`src/rtl/hex_display_driver.sv`:
```
// Multiplexed 8-digit 7-segment driver for the lab board: shows a 32-bit hex value
// with tear-free frame updates, leading-zero blanking and per-digit decimal points.
module hex_display_driver #(
   parameter int REFRESH_DIV = 100000
) (
   input  logic        clock,
   input  logic        reset,
   input  logic [31:0] value,
   input  logic        load,
   input  logic [7:0]  dp_mask,
   input  logic [7:0]  digit_en,
   input  logic        blank_lz,
   output logic [7:0]  anodes,
   output logic [6:0]  segments,
   output logic        dp,
   output logic        frame_done
);

   localparam int PW = $clog2(REFRESH_DIV);
   localparam logic [PW-1:0] LAST = PW'(REFRESH_DIV - 1);

   logic [PW-1:0] prescaler;
   logic [2:0]    idx;
   logic          tick;
   logic          wrap;

   logic [31:0] shadow_value;
   logic [7:0]  shadow_dp;
   logic        pending;
   logic [31:0] active_value;
   logic [7:0]  active_dp;

   logic [7:0]  blanked;
   logic        zero_run;
   logic        lit;
   logic [3:0]  nibble;
   logic [7:0]  anodes_next;
   logic [6:0]  segments_next;
   logic        dp_next;

   function automatic logic [6:0] hex_decode(input logic [3:0] n);
      logic [6:0] s;
      case (n)
         4'h0: s = 7'h40;
         4'h1: s = 7'h79;
         4'h2: s = 7'h24;
         4'h3: s = 7'h30;
         4'h4: s = 7'h19;
         4'h5: s = 7'h12;
         4'h6: s = 7'h02;
         4'h7: s = 7'h78;
         4'h8: s = 7'h00;
         4'h9: s = 7'h10;
         4'hA: s = 7'h08;
         4'hB: s = 7'h03;
         4'hC: s = 7'h46;
         4'hD: s = 7'h21;
         4'hE: s = 7'h06;
         default: s = 7'h0E;
      endcase
      return s;
   endfunction

   assign tick = (prescaler == LAST);
   assign wrap = tick && (idx == 3'd7);

   always_ff @(posedge clock or negedge reset) begin
      if (!reset) begin
         prescaler  <= '0;
         idx        <= 3'd0;
         frame_done <= 1'b0;
      end else begin
         frame_done <= wrap;
         if (tick) begin
            prescaler <= '0;
            idx       <= idx + 3'd1;
         end else begin
            prescaler <= prescaler + PW'(1);
         end
      end
   end

   // Active only changes at the frame boundary; a load in the wrap cycle goes straight through.
   always_ff @(posedge clock or negedge reset) begin
      if (!reset) begin
         shadow_value <= 32'd0;
         shadow_dp    <= 8'd0;
         pending      <= 1'b0;
         active_value <= 32'd0;
         active_dp    <= 8'd0;
      end else begin
         if (load) begin
            shadow_value <= value;
            shadow_dp    <= dp_mask;
         end
         if (wrap) begin
            pending <= 1'b0;
            if (load) begin
               active_value <= value;
               active_dp    <= dp_mask;
            end else if (pending) begin
               active_value <= shadow_value;
               active_dp    <= shadow_dp;
            end
         end else if (load) begin
            pending <= 1'b1;
         end
      end
   end

   always_comb begin
      blanked  = 8'd0;
      zero_run = 1'b1;
      for (int k = 7; k >= 1; k--) begin
         zero_run   = zero_run && (active_value[4*k +: 4] == 4'd0);
         blanked[k] = blank_lz && zero_run;
      end
   end

   always_comb begin
      nibble        = active_value[{idx, 2'b00} +: 4];
      lit           = digit_en[idx] && !blanked[idx];
      anodes_next   = 8'hFF;
      segments_next = 7'h7F;
      dp_next       = 1'b1;
      if (lit) begin
         anodes_next[idx] = 1'b0;
         segments_next    = hex_decode(nibble);
         dp_next          = ~active_dp[idx];
      end
   end

   always_ff @(posedge clock or negedge reset) begin
      if (!reset) begin
         anodes   <= 8'hFF;
         segments <= 7'h7F;
         dp       <= 1'b1;
      end else begin
         anodes   <= anodes_next;
         segments <= segments_next;
         dp       <= dp_next;
      end
   end

endmodule

```
`config.mk`:
```
export PLATFORM = sky130hd
export DESIGN_NAME = hex_display_driver
export DESIGN_NICKNAME = d
export VERILOG_FILES = /design/src/rtl/hex_display_driver.sv
export SDC_FILE = /design/constraint.sdc
export NUM_CORES = 1
export LEC_CHECK = 0
export ABC_AREA = 1
export BUFFER_PORTS_ARGS = -buffer_cell sky130_fd_sc_hd__buf_2
export CAP_MARGIN = 20
export CORE_AREA = 2 2 134 149
export CTS_CLUSTER_SIZE = 40
export DETAILED_ROUTE_END_ITERATION = 10
export DIE_AREA = 0 0 136 151
export HOLD_SLACK_MARGIN = 0.02
export PLACE_DENSITY_LB_ADDON = 0.25
export SYNTH_ARGS = -nofsm -noshare
export SYNTH_HDL_FRONTEND = slang
export SYNTH_SLANG_ARGS = --single-unit
```
`constraint.sdc`:
```
create_clock -name clock -period 2.05 [get_ports clock]
set_input_delay 0.1025 -clock clock [delete_from_list [all_inputs] [get_ports clock]]
set_output_delay 0.1025 -clock clock [all_outputs]
set_load 0.02 [all_outputs]
```
Word level (Yosys, flattened, before mapping) --
Memory sizes are Yosys's and may differ from the RTL's. Cells that the tools add are included.
Cells by class: bitwise operators 2, eq/ne operators 2, shifts and indexed selects 1, order comparisons 2, add/sub/neg operators 2, muxes and demuxes 18, reductions and logical operators 27
Operators by type and width (number):
- 32-bit 2-to-1 mux | 2
- 32-bit by 6-bit variable part select with 4-bit output | 1
- 4-bit zero test | 7
- 8-bit 2-to-1 mux | 3
- 17-bit by 1-bit adder with 17-bit output, second input constant | 1
- 17-bit equality test, second input constant | 1
- 17-bit 2-to-1 mux | 1
- 1-bit logical AND | 16
- 1-bit binary-select mux with 3-bit select | 3
- 8-bit NOT | 1
- 1-bit 2-to-1 mux | 7
- 7-bit 2-to-1 mux | 1
- 3-bit by 4-bit < comparator with 1-bit output, second input constant | 1
- 2-bit nonzero test | 2
- 3-bit by 1-bit adder with 3-bit output, second input constant | 1
- 1-bit demux with 3-bit select | 1
- 3-bit equality test, second input constant | 1
- 3-bit by 1-bit greater-or-equal comparator with 1-bit output, second input constant | 1
- 2-bit AND reduction | 1
- 1-bit zero test | 1
- 1-bit NOT | 1
Storage, ports and cells: output and inout port bits 17, bits of input ports 52, ROM bits 112, memories kept 1, bits in registers 118
Memories:
- (name not given) | words 16, width 7, rd ports 1, clocked after Yosys merged registers in 0, wr ports 0, RTL line 43 | case (n)

Logic depth before layout (Yosys ltp) --
depth after elaboration 13, depth in mapped cells 14

Least setup slack after synthesis --
OpenSTA, ideal clock, no wires.
kind register to register, start register idx[0], end register segments[0], arrival 1701 ps, setup time 91 ps, slack 258 ps, cell stages (with the launch flop) 15, period minus slack after synthesis 1792 ps, cells stage by stage dfrtp_1 > inv_2 > buf_2 > nand2_1 > nand2_1 > nand2_1 > nand2_1 > nand2_1 > nand2_1 > inv_1 > ha_1 > inv_1 > nand3_1 > nand3_1 > nand3_1
Between the ends: word-level cells in the longest chain between the ends 5, elaborated cells between the ends (all ways) 9, those cells by class shift (1); mux (5); reduce/logical (2); memory (1)
Ends and longest elaborated chain:
- start, declared | RTL line 23 | logic [2:0] idx;
- start signal, assigned | RTL line 76 | idx <= idx + 3'd1;
- branches (longest 4 deep; another with memory read 16 x 7 bit)
- 7-bit 2-to-1 mux (*) | RTL line 126 | if (lit) begin
- via segments_next[0] | RTL line 38 | logic [6:0] segments_next;
- end signal, assigned | RTL line 140 | segments <= segments_next;
- end, declared | RTL line 14 | output logic [6:0] segments,
Mark *: on every way through the listed nets, which the timed path passes. The select of a mux whose other input is x is not followed. A chain may end at the register's enable or synchronous reset.

Worst setup path after layout --
start register idx[0], end register segments[3]
Same word-level chain as after synthesis.

==> flow_summary.toml <==
[cells_and_area]
stdcell_count = 1103
layout.cell_area.non_filler_um2 = 7402
seq_area_um2 = 2973
final_layout_net_count = 904
antenna_cells_inserted = 0
layout-drive-gt1-share_pct = 17.76
area_of_the_multi_input_gates_um2 = 2316
area.growth.synth_to_final_pct = 31.26
num-fill-cells = 1994

[synthesis]
synth.area.top_cells = "dfrtp_1 (45%), nand2_1 (23%), dfstp_2 (7.5%)"
synth-seq-cells = 118
mappedNetlistNets = 785
post_synthesis_cell_type_count = 33
yosysSeqAreaShare_pct = 52.72
mappedNetlistArea_um2 = 5639
synth_edf_count = 0
ys_top_cells_by_count = "nand2_1 (345), dfrtp_1 (102), nand3_1 (67), nor2_1 (45), inv_1 (38)"
yosys.cell_count.top_type = "nand2_1"
async_reset_ff_share_pct = 100.0
synth_top_cell_area_share_pct = 45.26
yosys_warnings = 0
synth-main-ff-cell = "dfrtp_1"
synthesized_area_per_cell_um2 = 7.789
post-synth-top-area-cell = "dfrtp_1"
post_synth_inst_count = 724

[drt]
drtAntennaViolNets = 0
detailed_router_s_first_iteration_violation_count = 212
routed-via-count = 4804
firstDrtPassIters = 5
avgViaCountPerCell = 4.355
drcViolationCount = 0
totalWireLength_um = 13790
wire_per_inst_um = 12.51

[critical_path]
path_max_fanout = 17
critical_path_required_ns = 2.37
startpoint_type = "register"
worstPathArrival_ns = 2.16
count_of_cells_along_the_worst_register_to_register_path = 13
reg2reg_setup_slack_ns = 0.22
crit_path_category = "register to register"
worst_setup_path_end_kind = "register"

[clock_network]
clockBufferDepth = 2
clk_latency_ns = 0.41
cts_tree = "built"
cts_made_buffers = 17
cts.root.buffer_cell = "clkbuf_16"
tritoncts_sinks = 118
cts_max_level = 4
cts.reportedPaths.clkPinSlew_ns = 0.06

[flow_run]
cap_viol_max_count = 0

[place]
placed_area_um2 = 6305
detailed_place_hpwl_um = 9908
gp_routability_congestion = 0.8486
place.port_buffers = 68
place.detailed.instances = 1029

[die]
die_h_um = 151
die_w_um = 136
die_area_um2 = 20540
core_region_area_um2 = 18970
core.rowCount = 53
boundaryPins = 69
starting_utilization_of_the_core_area_pct = 29.73

[sta]
max_slew.worst_pin.slew_ns = 0.3850
rsz0062_at_grt = "false"
whs_ns = 0.1006
hold_viol = 0
setup_violations = 0
final.setup.tns_ns = 0
report.final.slew_viol_count = 0
maxSlewHeadroom_pct = 74.14
final.period_utilization_pct = 89.50
finClkSkew_ns = 0.008038
maxClockFrequency_mhz = 545.1
finalCriticalPeriod_ns = 1.835

[global_route]
grt_antenna_before_repair = 0
gr-total-overflow = 0
vias_in_the_first_global_route = 4747
grt_util_all_layers_pct = 14.72
grt_pass1_wl_um = 23630
maximum_number_of_pins_on_one_net_before_global_route_repair = 74

[outcome]
run_status = "complete, no violations"

[power]
p_leak_nw = 3.865
power.density_nw_per_um2 = 828.3
ir_drop_uv = 589.7

[worst_hold_path]
worst_hold_path_type = "input pin to async pin"
## layer usage
layer	track usage, %	share of wire (%)	vias to the layer above
li1	-	-	2495
met1	20.04	49	2184
met2	23.27	45	109
met3	3.146	4.4	16
met4	5.000	1.6	0
met5	0	0	-
## worst paths after layout
path / startpoint / end
max: idx[0] / segments[3]
min: reset / shadow_value[21]
max reg2reg: idx[0] / segments[3]
min reg2reg: prescaler[0] / prescaler[0]
max in group asynchronous: reset / anodes[1]
min in group clock: load / pending
## metrics by stage
stage	total power, mW	setup slack, ns	util (%)
4_1_cts	6.217	0.1858	39.00
3_3_place_gp	2.742	0.2393	33.24
6_report	6.131	0.2153	39.03
2_1_floorplan	2.590	0.2577	-
3_5_place_dp	2.746	0.2018	33.24
5_1_grt	6.373	0.0009666	39.03
## repair_timing
item / in CTS / in global routing
setup endpoints to repair: 0 / 3
hold buffers: 42 / 0
buffers inserted: 0 / 0
resized for setup: 0 / 2
hold endpoints to repair: 142 / 0
## area by class of cell
class / instances / area share, %
repair buffers: 130 / 12.90
clock inverters: 12 / 3.026
flip-flops and latches: 118 / 40.16
multi-input cells: 529 / 31.29
inverters: 47 / 2.417
well taps: 247 / 4.175
clock buffers: 20 / 6.034
## state kept, by name (all words and copies together), names as in the netlist
signal,cells
dp,1
frame_done,1
segments,7
prescaler,17
shadow_dp,8
active_dp,8
shadow_value,32
idx,3
anodes,8
active_value,32
pending,1
## critical path, stage by stage (launching register included)
cell	delay, ns
dfrtp_1	0.42
buf_6	0.19
nand2_1	0.08
nand2_1	0.08
nand2_1	0.05
nand2_1	0.06
nand2_1	0.04
nand2_1	0.11
inv_1	0.09
ha_1	0.24
inv_1	0.10
nand3_1	0.11
nand3_1	0.10
nand3_1	0.08
## logic make-up (layout without fill, tap and decap cells)
family	count (synthesis)	in the layout	synth area share, %
AOI/OAI and AO/OA	31	31	3.284
and+or+nand+nor	483	483	34.86
DFF	118	118	52.72
buffers and inverters	77	209	6.212
xor gates and xnor gates	6	6	0.9319
adders and majority gates	9	9	1.997
## report_power, final
part | switching, mW | internal (mW) | total, mW
combinational | 0.185 | 0.140 | 0.324
sequential | 0.0194 | 2.41 | 2.43
clock | 1.06 | 2.31 | 3.37
## cell usage in the layout (no fill, tap or decap), types with 2 or more instances in the layout
cell / instances
a21oi_1: 8
a21oi_2: 3
buf_12: 3
buf_2: 67
buf_4: 17
bufinv_16: 6
clkbuf_1: 2
clkbuf_16: 17
clkinv_1: 3
clkinvlp_4: 4
dfrtp_1: 102
dfstp_2: 16
dlygate4sd3_1: 42
ha_1: 9
inv_1: 38
inv_2: 5
nand2_1: 345
nand2_2: 4
nand3_1: 67
nand3b_1: 2
nand4_1: 4
nor2_1: 45
nor3_1: 7
o21ai_0: 13
o21ai_1: 2
o22ai_1: 2
or2_1: 4
xor2_1: 5
(Power assumes the default switching activity.)
